===== config.mk =====
export PLATFORM = sky130hd
export DESIGN_NAME = rx_mod
export DESIGN_NICKNAME = d
export VERILOG_FILES = /design/src/rtl/rx_mod_pkg.sv /design/src/rtl/rx_mod_sampler.sv /design/src/rtl/rx_mod.sv
export SDC_FILE = /design/constraint.sdc
export NUM_CORES = 1
export LEC_CHECK = 0
export BUFFER_PORTS_ARGS = -buffer_cell sky130_fd_sc_hd__buf_2
export CAP_MARGIN = 20
export CORE_ASPECT_RATIO = 1.5
export CORE_MARGIN = 2
export CORE_UTILIZATION = 31
export CTS_BUF_LIST = sky130_fd_sc_hd__clkbuf_8
export DETAILED_ROUTE_END_ITERATION = 8
export GPL_TIMING_DRIVEN = 0
export PLACE_DENSITY = 0.54
export SLEW_MARGIN = 0
export SYNTH_ARGS = -nofsm -noshare
export SYNTH_HDL_FRONTEND = slang
export SYNTH_HIERARCHICAL = 1
export SYNTH_SLANG_ARGS = --single-unit
export TNS_END_PERCENT = 30

===== constraint.sdc =====
create_clock -name clk -period 1.88 [get_ports clk]
set_input_delay 0 -clock clk [delete_from_list [all_inputs] [get_ports clk]]
set_output_delay 0 -clock clk [all_outputs]
set_load 0.01 [all_outputs]

===== src/rtl/rx_mod_pkg.sv =====
// rx_mod_pkg: UART link definitions shared by the receive and transmit stages.
package rx_mod_pkg;
  localparam int OVERSAMPLE_DEF = 16;
  localparam int DATA_BITS_DEF = 8;
  localparam logic START_BIT = 1'b0;
  localparam logic STOP_BIT = 1'b1;
  typedef enum logic [2:0] {IDLE, START, DATA, STOP, BREAK} rx_state_t;
  function automatic logic maj3(input logic a, input logic b, input logic c);
    return (a & b) | (a & c) | (b & c);
  endfunction
endpackage


===== src/rtl/rx_mod_sampler.sv =====
// rx_sampler: line synchronizer, per-bit sample counter and 3-sample majority vote.
module rx_sampler
  import rx_mod_pkg::*;
#(
  parameter int OVERSAMPLE = OVERSAMPLE_DEF
) (
  input  logic clk,
  input  logic rst,
  input  logic bclk,
  input  logic rxd,
  input  logic run,
  output logic rxd_s,
  output logic bit_val,
  output logic decide,
  output logic eob
);
  localparam int SW = $clog2(OVERSAMPLE);
  localparam logic [SW-1:0] S_A = SW'(OVERSAMPLE / 2 - 1);
  localparam logic [SW-1:0] S_B = SW'(OVERSAMPLE / 2);
  localparam logic [SW-1:0] S_C = SW'(OVERSAMPLE / 2 + 1);
  localparam logic [SW-1:0] S_L = SW'(OVERSAMPLE - 1);
  logic s1_q, s1_d, s2_q, s2_d, m0_q, m0_d, m1_q, m1_d, tick;
  logic [SW-1:0] scnt_q, scnt_d;
  assign tick = bclk & run;
  assign rxd_s = s2_q;
  always_comb begin
    s1_d = rxd;
    s2_d = s1_q;
    scnt_d = !run ? '0 : tick ? (scnt_q == S_L ? '0 : scnt_q + 1'b1) : scnt_q;
    m0_d = (tick && scnt_q == S_A) ? s2_q : m0_q;
    m1_d = (tick && scnt_q == S_B) ? s2_q : m1_q;
    bit_val = maj3(m0_q, m1_q, s2_q);
    decide = tick && scnt_q == S_C;
    eob = tick && scnt_q == S_L;
  end
  always_ff @(posedge clk) begin
    if (rst) begin
      s1_q <= 1'b1;
      s2_q <= 1'b1;
      m0_q <= 1'b0;
      m1_q <= 1'b0;
      scnt_q <= '0;
    end else begin
      s1_q <= s1_d;
      s2_q <= s2_d;
      m0_q <= m0_d;
      m1_q <= m1_d;
      scnt_q <= scnt_d;
    end
  end
endmodule


===== src/rtl/rx_mod.sv =====
// rx_mod: UART receiver with frame FSM, shift register and ready/ack byte handshake.
module rx_mod
  import rx_mod_pkg::*;
#(
  parameter int OVERSAMPLE = OVERSAMPLE_DEF,
  parameter int DATA_BITS = DATA_BITS_DEF
) (
  input  logic                 clk,
  input  logic                 rst,
  input  logic                 bclk,
  input  logic                 rxd,
  input  logic                 rd,
  output logic [DATA_BITS-1:0] dout,
  output logic                 rx_rdy,
  output logic                 frm_err,
  output logic                 ovr_err
);
  localparam int BW = $clog2(DATA_BITS + 1);
  localparam logic [BW-1:0] B_L = BW'(DATA_BITS - 1);
  rx_state_t state_q, state_d;
  logic [BW-1:0] bcnt_q, bcnt_d;
  logic [DATA_BITS-1:0] shift_q, shift_d, dout_q, dout_d;
  logic rdy_q, rdy_d, frm_q, frm_d, ovr_q, ovr_d;
  logic rxd_s, bit_val, decide, eob, run, dlv;
  assign run = state_q inside {START, DATA, STOP};
  rx_sampler #(.OVERSAMPLE(OVERSAMPLE)) u_smp (
    .clk(clk),
    .rst(rst),
    .bclk(bclk),
    .rxd(rxd),
    .run(run),
    .rxd_s(rxd_s),
    .bit_val(bit_val),
    .decide(decide),
    .eob(eob)
  );
  always_comb begin
    state_d = state_q;
    bcnt_d = bcnt_q;
    shift_d = (decide && state_q == DATA) ? {bit_val, shift_q[DATA_BITS-1:1]} : shift_q;
    dlv = decide && state_q == STOP && bit_val == STOP_BIT;
    dout_d = dlv ? shift_q : dout_q;
    rdy_d = dlv | (rdy_q & ~rd);
    ovr_d = dlv & rdy_q & ~rd;
    frm_d = decide && state_q == STOP && bit_val != STOP_BIT;
    case (state_q)
      IDLE:  if (bclk && rxd_s == START_BIT) state_d = START;
      START: if (decide && bit_val != START_BIT) state_d = IDLE;
             else if (eob) begin
               state_d = DATA;
               bcnt_d = '0;
             end
      DATA:  if (eob) begin
               bcnt_d = bcnt_q + 1'b1;
               state_d = bcnt_q == B_L ? STOP : DATA;
             end
      // deciding mid stop bit leaves its second half to catch the next start edge
      STOP:  if (decide) state_d = bit_val == STOP_BIT ? IDLE : BREAK;
      BREAK: if (bclk && rxd_s == STOP_BIT) state_d = IDLE;
      default: state_d = IDLE;
    endcase
  end
  always_ff @(posedge clk) begin
    if (rst) begin
      state_q <= IDLE;
      bcnt_q <= '0;
      shift_q <= '0;
      dout_q <= '0;
      rdy_q <= 1'b0;
      frm_q <= 1'b0;
      ovr_q <= 1'b0;
    end else begin
      state_q <= state_d;
      bcnt_q <= bcnt_d;
      shift_q <= shift_d;
      dout_q <= dout_d;
      rdy_q <= rdy_d;
      frm_q <= frm_d;
      ovr_q <= ovr_d;
    end
  end
  assign dout = dout_q;
  assign rx_rdy = rdy_q;
  assign frm_err = frm_q;
  assign ovr_err = ovr_q;
endmodule

# Word-level counts from Yosys, hierarchy flattened
# Cells that the tools add are included.
# Widths: inputs -> output; s select.
word_totals:
  ff_bits: 34
  latch_bits: 0
  ramBits: 0
  romBits: 0
  input_bits: 5
  output_inout_bits: 11
  elab_cells: 75
  mem_count: 0
classes:
  n_addsub: 2
  n_mul: 0
  n_div: 0
  magnitude_cmp: 0
  eq_ne: 16
  shift: 0
  n_mux: 14
  bitwise_logic: 14
  n_reduce_logical: 17
ops:
  columns: ["operator", "n"]
  rows:
  - ["$mux 3", 7]
  - ["$mux 4", 4]
  - ["$pmux 3 s5", 1]
  - ["$eq 4x4->1 const B", 3]
  - ["$ne 2x2->1 const B", 6]
  - ["$logic_and 1x1->1", 11]
  - ["$add 4x1->4 const B", 2]
  - ["$eq 4x3->1 const B", 2]
  - ["$pmux 4 s2", 1]
  - ["$and 1x1->1", 7]
  - ["$eq 3x2->1 const B", 2]
  - ["$reduce_and 5->1", 1]
  - ["$not 1->1", 4]
  - ["$reduce_and 4->1", 1]
  - ["$eq 3x1->1 const B", 1]
  - ["$eq 3x3->1 const B", 1]
  - ["$logic_not 3->1", 1]
  - ["$ne 3x2->1 const B", 1]
  - ["$or 1x1->1", 3]
  - ["$reduce_bool 3->1", 1]
  - ["$reduce_bool 2->1", 1]
  - ["$reduce_or 2->1", 1]
  - ["$mux 1", 1]

# Depth between registers and ports, before layout
# Gate-level depths: netlist of the first run.
depth:
  word_depth: 8
  mapped_depth: 9
  mapped_depth_nobuf: 8

# Cells and area by module
# The synthesis of the first run kept the hierarchy.
modules_own_cells:
  columns: ["mod", "n_inst", "cells_each", "area_each_um2", "seq_area_each_um2"]
  rows:
  - ["rx_mod", 1, 128, 1104.8, 520.5]
  - ["rx_sampler", 1, 42, 404.1, 160.2]

# Least setup slack after synthesis of the first run
# OpenSTA, ideal clock, no wires.
synth_timing:
  path_type: "flip-flop to flip-flop"
  start: "reg state_q[1]"
  end: "reg shift_q[0]"
  setup_time_ns: 0.070
  arrival_time_ns: 1.912
  required_time_ns: 1.810
  slack_ns: -0.103
  path_stages_with_launch: 10
  path_buffers: 1
  period_less_slack_ns: 1.983
  path_cell_list: "dfxtp_1 -> buf_2 -> nor2_1 -> nor2_1 -> and2_4 -> and4b_1 -> nand2_1 -> nor3_1 -> nand2_1 -> a21oi_1"
synth_between:
  elab_chain_len: 5
  word_cells_on_any_way: 7
  cone_classes: "eq/ne (3); bitwise (1); reduce/logical (3)"
synth_rtl:
  columns: ["element", "line_no", "text"]
  rows:
  - ["from (decl)", "rx_mod.sv:20", "rx_state_t state_q, state_d;"]
  - ["from (signal assigned)", "rx_mod.sv:73", "state_q <= state_d;"]
  - ["$eq 3x1->1 / $eq 3x2->1 (equally long branches)", "rx_mod.sv:25", "assign run = state_q inside {START, DATA, STOP};"]
  - ["$reduce_bool 3->1 *", "rx_mod.sv:25", null]
  - ["named net run", "rx_mod.sv:24", "logic rxd_s, bit_val, decide, eob, run, dlv;"]
  - ["$and 1x1->1 *", "rx_mod_sampler.sv:24", "assign tick = bclk & run;"]
  - ["$logic_and 1x1->1 *", "rx_mod_sampler.sv:33", "decide = tick && scnt_q == S_C;"]
  - ["named net decide", "rx_mod.sv:24", null]
  - ["$logic_and 1x1->1 *", "rx_mod.sv:40", "shift_d = (decide && state_q == DATA) ? {bit_val, shift_q[DATA_BITS-1:1]} : shift_q;"]
  - ["to (signal assigned)", "rx_mod.sv:75", "shift_q <= shift_d;"]
  - ["to (decl)", "rx_mod.sv:22", "logic [DATA_BITS-1:0] shift_q, shift_d, dout_q, dout_d;"]
# Mark *: on every way through the listed nets, which the timed path passes. The rest lies on a longest branch.
# A chain may end at the register's enable or synchronous reset.

# Worst setup path after layout of the first run
layout_timing:
  start: "reg state_q[1]"
  end: "reg bcnt_q[1]"
layout_between:
  elab_chain_len: 7
  word_cells_on_any_way: 14
  cone_classes: "eq/ne (6); mux (1); bitwise (1); reduce/logical (6)"
layout_rtl:
  columns: ["element", "line_no", "text"]
  rows:
  - ["$eq 3x1->1 / $eq 3x2->1 (equally long branches)", "rx_mod.sv:25", null]
  - ["$reduce_bool 3->1 *", "rx_mod.sv:25", null]
  - ["named net run", "rx_mod.sv:24", null]
  - ["$and 1x1->1 *", "rx_mod_sampler.sv:24", null]
  - ["$logic_and 1x1->1 *", "rx_mod_sampler.sv:33", null]
  - ["named net decide", "rx_mod.sv:24", null]
  - ["$logic_and 1x1->1 *", "rx_mod.sv:48", "START: if (decide && bit_val != START_BIT) state_d = IDLE;"]
  - ["$ne 2x2->1 (no line) *", null, null]
  - ["$reduce_and 4->1 (no line) *", null, null]
  - ["to (signal assigned)", "rx_mod.sv:74", "bcnt_q <= bcnt_d;"]
  - ["to (decl)", "rx_mod.sv:21", "logic [BW-1:0] bcnt_q, bcnt_d;"]
# Marks and branches as above.

==> flow_summary.ini, run 1 <==
[sta]
finalCritPeriodShare_pct = 100.5
slew_headroom_pct = 69.19
tightest_slew_ns = 0.4621
finalSetupViolations = 1
fmax_mhz = 529.2
fin_skew_ns = 0.007996
min_period_ns = 1.890
finalWorstSetupSlack_ns = -0.009581
drv_slew = 0
hold_viol_final = 0
setup_tns_ns = -0.009581
rsz0062_at_grt = true

[status]
status = finished with violations
violations = negative setup slack

[critical_path]
reg2reg_depth = 9
rr_endpoint = bcnt_q[1]$_SDFFE_PP0P_
critPathKind = reg2reg
ff2ff_setup_slack_ns = -0.01
end_kind = flop
crit_required_ns = 2.10
crit_end = bcnt_q[1]$_SDFFE_PP0P_
crit_start = state_q[1]$_SDFFE_PP0P_
crit_path_start_kind = flop
r2r_start = state_q[1]$_SDFFE_PP0P_
arrival_ns = 2.11
crit_path_max_fanout = 6

[power_and_ir_drop]
switchingPower_uw = 589.2
p_sw_share_pct = 30.95
seq_power_share_pct = 40.0
intPower_uw = 1315
report.power.total_uw = 1904
p_per_area_nw_per_um2 = 964.2
vdd_drop_max_mv = 0.3824
power.leakage_uw = 0.0008654
p_comb_share_pct = 33.4
clock_power_share_pct = 26.5

[grt]
grt_usage_pct = 13.38
grt_antenna_before_repair = 0
overflow = 0
grt_pass1_wl_mm = 5.368
grt_start_max_net_pins = 11
grt_pass1_vias = 1248

[drt]
met1_length_mm = 1.392
dr_wl_met3_um = 100
routed-wl-met2_mm = 1.733
num_vias = 1323
routed_via_density = 4.811
drt_wl_total_mm = 3.302
wl_per_cell_um = 12.01
drtIter0Drc = 29
firstDrtPassIters = 4
drc = 0
ant_nets = 0
highest_layer = met4

[die]
rows = 31
start_util_pct = 31.63
die_w_um = 60.97
design.core.area_sq_um = 4771
fp.dieArea_sq_um = 5453
io_pins = 16
die_h_um = 89.45

[synthesis]
synth_area_leaders = dfxtp_1, mux2i_1, nand2_1, a21oi_1, nor2_1
dominantRegCellSynth = dfxtp_1
ys_async_sr_fraction_pct = 0
synth_top_area_share_pct = 45.11
yosysSeqAreaShare_pct = 45.11
syn_inst = 170
yosysTopAreaCell = dfxtp_1
synth_warnings = 6
synthesis.area_sq_um = 1509
synthTopCellsByCount = dfxtp_1, nand2_1, nor2_1
synth_nets = 179
avgSynthCellArea_sq_um = 8.876
ys_types = 35
synth-edff-count = 0
synth.most_common_cell = dfxtp_1
ys_seq_elements = 34

[final_layout]
area_delta_synth_final_pct = 30.85
n_fill_cell = 477
nets = 218
seq_area_sq_um = 685.7
drive_gt1_share_pct = 29.67
n_antenna_cell = 0
fin_area_sq_um = 1974
multi_input_area_sq_um = 843.3

[placement]
place.gp.congestion = 0.7661
port_buffers = 15
postPlaceCellArea_sq_um = 1672
hpwl_mm = 2.199

[clock_tree]
cts_sinks = 34
clock-root-buffer = clkbuf_8
worstSkewPairLatency_ns = 0.29
clk_pin_slew_ns = 0.07
tritoncts = yes
cts_inserted_buffers = 5
htree_levels = 2
clock_path_buffers = 2

[hold_path]
whs_path_depth = 3
min_from = bclk
hold_class = in2reg

[run]
drv_cap = 0
[stage by stage]
| step | setup WS (ns) | instances | util (%) | hold slack [ns] |
|---|---|---|---|---|
| after floorplan | -0.04804 | 170 | - | 0.1038 |
| after CTS | -0.03399 | 264 | 39.16 | 0.1199 |
| after detailed placement | -0.4338 | 251 | 35.04 | 0.1877 |
| after global placement | -0.4630 | 251 | 35.04 | 0.1820 |
| after global routing | -0.07761 | 275 | 41.38 | 0.1340 |
| final | -0.009581 | 275 | 41.38 | 0.1153 |
[worst min path at each step]
stage | to | slack (ns)
5_1_grt | state_q[1]$_SDFFE_PP0P_ | 0.13
3_5_place_dp | u_smp/s1_q$_SDFF_PP1_ | 0.19
3_3_place_gp | u_smp/s1_q$_SDFF_PP1_ | 0.18
2_1_floorplan | u_smp/s1_q$_SDFF_PP1_ | 0.10
4_1_cts | u_smp/scnt_q[1]$_SDFFE_PP0P_ | 0.12
6_report | u_smp/scnt_q[1]$_SDFFE_PP0P_ | 0.12
[area by class of cell]
class | count | share of cell area [%]
repair buffers | 32 | 10.77
flip-flops and latches | 34 | 34.73
plain buffers | 7 | 2.662
clock inverters | 2 | 0.5070
multi-input cells | 124 | 42.71
well taps | 66 | 4.183
clock buffers | 5 | 3.485
inverters | 5 | 0.9506
[routing by layer]
| metal | up-vias | track usage, % |
|---|---|---|
| met5 | - | 0 |
| met4 | 0 | 6.917 |
| met3 | 9 | 4.197 |
| met2 | 20 | 23.85 |
| met1 | 619 | 13.56 |
| li1 | 675 | - |
[flip-flops by register name, summed over array words and instances (netlist names)]
| name | cells |
|---|---|
| dout | 8 |
| shift_q | 8 |
| bcnt_q | 4 |
| u_smp/scnt_q | 4 |
| state_q | 3 |
| frm_err | 1 |
| ovr_err | 1 |
| rx_rdy | 1 |
| u_smp/m0_q | 1 |
| u_smp/m1_q | 1 |
| u_smp/rxd_s | 1 |
| u_smp/s1_q | 1 |
[worst max-delay path, cell delays in order, from the launching register on]
cell	delay (ns)
dfxtp_2	0.32
buf_6	0.13
nor2_4	0.13
nor2_4	0.05
and2_4	0.13
and4b_2	0.26
nand2_4	0.09
a21oi_4	0.08
or4b_1	0.52
a21oi_1	0.12
[power groups by stage]
stage	Sequential (uW)	Combinational, uW	Clock, uW
2_1_floorplan	773	318	0
3_5_place_dp	776	398	0
6_report	762	636	505
5_1_grt	763	685	554
3_3_place_gp	776	402	0
4_1_cts	763	527	528
[cells by family after synthesis]
group           synth area share (%)
fa+ha+maj                      3.980
flops                          45.11
compound gates                 13.35
xor+xnor                      0.5805
buf+inv                        3.731
simple gates                   25.95
mux                            7.297
[repair_timing]
action	in CTS	in global routing
hold buffers	4	0
resized for setup	17	8
endpoints found under the hold margin	3	0
pin swaps	6	10
setup buffers	2	11
endpoints found under the setup margin	26	23
[cell usage in the layout, fill, tap and decap left out, types with 6 or more instances in the layout]
| cell type | n |
|---|---|
| a21oi_1 | 12 |
| buf_2 | 15 |
| buf_4 | 13 |
| dfxtp_1 | 30 |
| mux2i_1 | 11 |
| nand2_1 | 20 |
| nand2b_1 | 7 |
| nor2_1 | 12 |
| o21ai_0 | 6 |
(Power assumes the default switching activity.)
==> run 2: changes to the inputs <==
--- a/config.mk
+++ b/config.mk
@@ -5,6 +5,7 @@
 export SDC_FILE = /design/constraint.sdc
 export NUM_CORES = 1
 export LEC_CHECK = 0
+export ABC_AREA = 1
 export BUFFER_PORTS_ARGS = -buffer_cell sky130_fd_sc_hd__buf_2
 export CAP_MARGIN = 20
 export CORE_ASPECT_RATIO = 1.5
==> run 2 against run 1 <==
- the run now ends clean
- cell count grew 6.9%
- sequential share of layout area rose by 2.8 points
- count of clock-buffer cells in the layout grew 1
- routed wire length shrank 8.7%
- flip-flop and latch count stayed put
- die area grew 2.0%
- largest cell class unchanged
- largest power group unchanged
- highest routed layer unchanged
==> flow_summary.ini, run 2 <==
[sta]
finalSetupViolations = 0
slew_headroom_pct = 65.99
finalCritPeriodShare_pct = 91.48
holdWs_ns = 0.1142
tightest_slew_ns = 0.5101
fmax_mhz = 581.5
rsz0062_at_grt = false
hold_viol_final = 0
min_period_ns = 1.720
drv_slew = 0
fin_skew_ns = 0.003600

[synthesis]
yosysSeqAreaShare_pct = 44.19
synth_nets = 211
syn_inst = 202
synth_area_leaders = dfxtp_1, nand2_1, nor2_1, inv_1, a21oi_1
dominantRegCellSynth = dfxtp_1
synthTopCellsByCount = dfxtp_1, nand2_1, nor2_1
avgSynthCellArea_sq_um = 7.625
ys_seq_elements = 34
synthesis.area_sq_um = 1540
synth_warnings = 6
synth-edff-count = 0
ys_async_sr_fraction_pct = 0
ys_types = 31
synth_top_area_share_pct = 44.19
yosysTopAreaCell = dfxtp_1

[final_layout]
utilization_pct = 38.03
layout_common_cells = nand2_1, dfxtp_1, nor2_1
drive_gt1_share_pct = 22.37
n_antenna_cell = 0
layout_commonest_cell = nand2_1
area_delta_synth_final_pct = 18.76
nets = 236

[placement]
hpwl_mm = 2.218
place.gp.congestion = 0.8234
port_buffers = 15

[drt]
num_vias = 1297
firstDrtPassIters = 4
drt_wl_total_mm = 3.016
ant_nets = 0
drtIter0Drc = 44
wl_per_cell_um = 10.26
drc = 0
routed_via_density = 4.412

[power_and_ir_drop]
vdd_drop_max_mv = 0.4800
power.leakage_uw = 0.0008151
p_per_area_nw_per_um2 = 965.5

[hold_path]
hold_class = in2reg

[grt]
overflow = 0
grt_pass1_wl_mm = 5.106
grt_pass1_vias = 1214
grt_start_max_net_pins = 11
grt_antenna_before_repair = 0
grt_usage_pct = 11.99

[clock_tree]
clock-root-buffer = clkbuf_8
clock_path_buffers = 2
htree_levels = 2
cts_inserted_buffers = 5
post-cts-setup-buffers = 0
cts_sinks = 34
worstSkewPairLatency_ns = 0.28
tritoncts = yes
clk_pin_slew_ns = 0.07

[die]
start_util_pct = 32.02
die_w_um = 61.55
rows = 31
io_pins = 16
die_h_um = 90.33
fp.dieArea_sq_um = 5560
design.core.area_sq_um = 4810

[critical_path]
rr_endpoint = bcnt_q[2]$_SDFFE_PP0P_
crit_required_ns = 2.09
ff2ff_setup_slack_ns = 0.16
r2r_start = state_q[1]$_SDFFE_PP0P_
crit_start = state_q[1]$_SDFFE_PP0P_
crit_path_max_fanout = 8
crit_path_start_kind = flop
reg2reg_depth = 12
arrival_ns = 1.93
end_kind = flop
critPathKind = reg2reg
crit_end = bcnt_q[2]$_SDFFE_PP0P_

[run]
drv_cap = 0

[status]
status = finished, final reports clean
run 2: changes by cell type after synthesis, sizes merged, moves of 4 or more:
cell	change
a31oi	-4
inv	+20
o21ai	+8
nand2	+19
nor2	+19
nand3	+7
nand2b	-7
mux2i	-11
run 2: worst min-delay path by stage:
stage	from	end	slack, ns	cells past startpoint
after floorplan	rd	ovr_err$_SDFF_PP0_	0.07	1
after global placement	rxd	u_smp/s1_q$_SDFF_PP1_	0.19	2
after detailed placement	rxd	u_smp/s1_q$_SDFF_PP1_	0.19	2
after CTS	bclk	u_smp/scnt_q[1]$_SDFFE_PP0P_	0.11	4
after global routing	bclk	u_smp/scnt_q[1]$_SDFFE_PP0P_	0.13	4
final	bclk	u_smp/scnt_q[1]$_SDFFE_PP0P_	0.11	4
run 2: worst max-delay path, cell delays in order (launching register included):
cell	delay (ns)
dfxtp_4	0.36
nor2_1	0.16
nor2_2	0.07
nand2_4	0.12
nor2_1	0.06
buf_4	0.16
nand2_2	0.10
nand3_1	0.08
nand2_1	0.12
nand2_2	0.09
inv_1	0.11
nand3_1	0.10
a21oi_1	0.12
run 2: logic make-up after synthesis:
kind of cell    Yosys count  share of synthesized area (%)
buf+inv                  31                          8.773
simple gates             96                          30.06
fa+ha+maj                 5                          3.899
xor+xnor                  3                          1.706
compound gates           33                          11.37
flops                    34                          44.19
run 2: what timing repair did:
action / CTS / global route
pin swaps: 0 / 0
hold endpoints to repair: 4 / 0
setup endpoints to repair: 4 / 5
hold buffers: 3 / 0
resized for setup: 2 / 4
cloned: 0 / 0
run 2: area by class of cell:
| cell class | count | area (sq um) |
|---|---|---|
| clock inverter | 2 | 8.758 |
| clock buffer | 6 | 82.58 |
| sequential | 34 | 685.7 |
| buffer | 5 | 38.79 |
| tap | 66 | 82.58 |
| fill | 532 | 2980 |
| multi-input combinational | 137 | 726.9 |
| inverter | 26 | 98.84 |
| timing repair buffer | 18 | 105.1 |
run 2: per-stage QoR:
step                TNS (ns)  setup WS, ns  cell area [sq um]  cells  power, uW
CTS                        0       0.05817               1823    294       1789
floorplan                  0        0.2244               1540    202       1143
global route               0       0.01120               1829    294       1895
detailed placement  -0.08455      -0.05949               1698    283       1223
global placement    -0.04804      -0.03620               1698    283       1223
finish                     0        0.1603               1829    294       1766
run 2: layer usage:
metal | global-route usage [%] | wire length [um] | share of wire (%)
met1 | 12.50 | 1295 | 43
met5 | 0 | 0 | 0
met4 | 4.787 | 62 | 2.1
met2 | 20.96 | 1565 | 52
met3 | 3.868 | 92 | 3.1
run 2: power breakdown:
part	internal, uW	switching, uW	total (uW)	leakage (uW)
logic	138	296	434	0.000487
clock network	290	250	540	0.0000524
registers	759	33.5	792	0.000276
total	1190	580	1770	0.000815
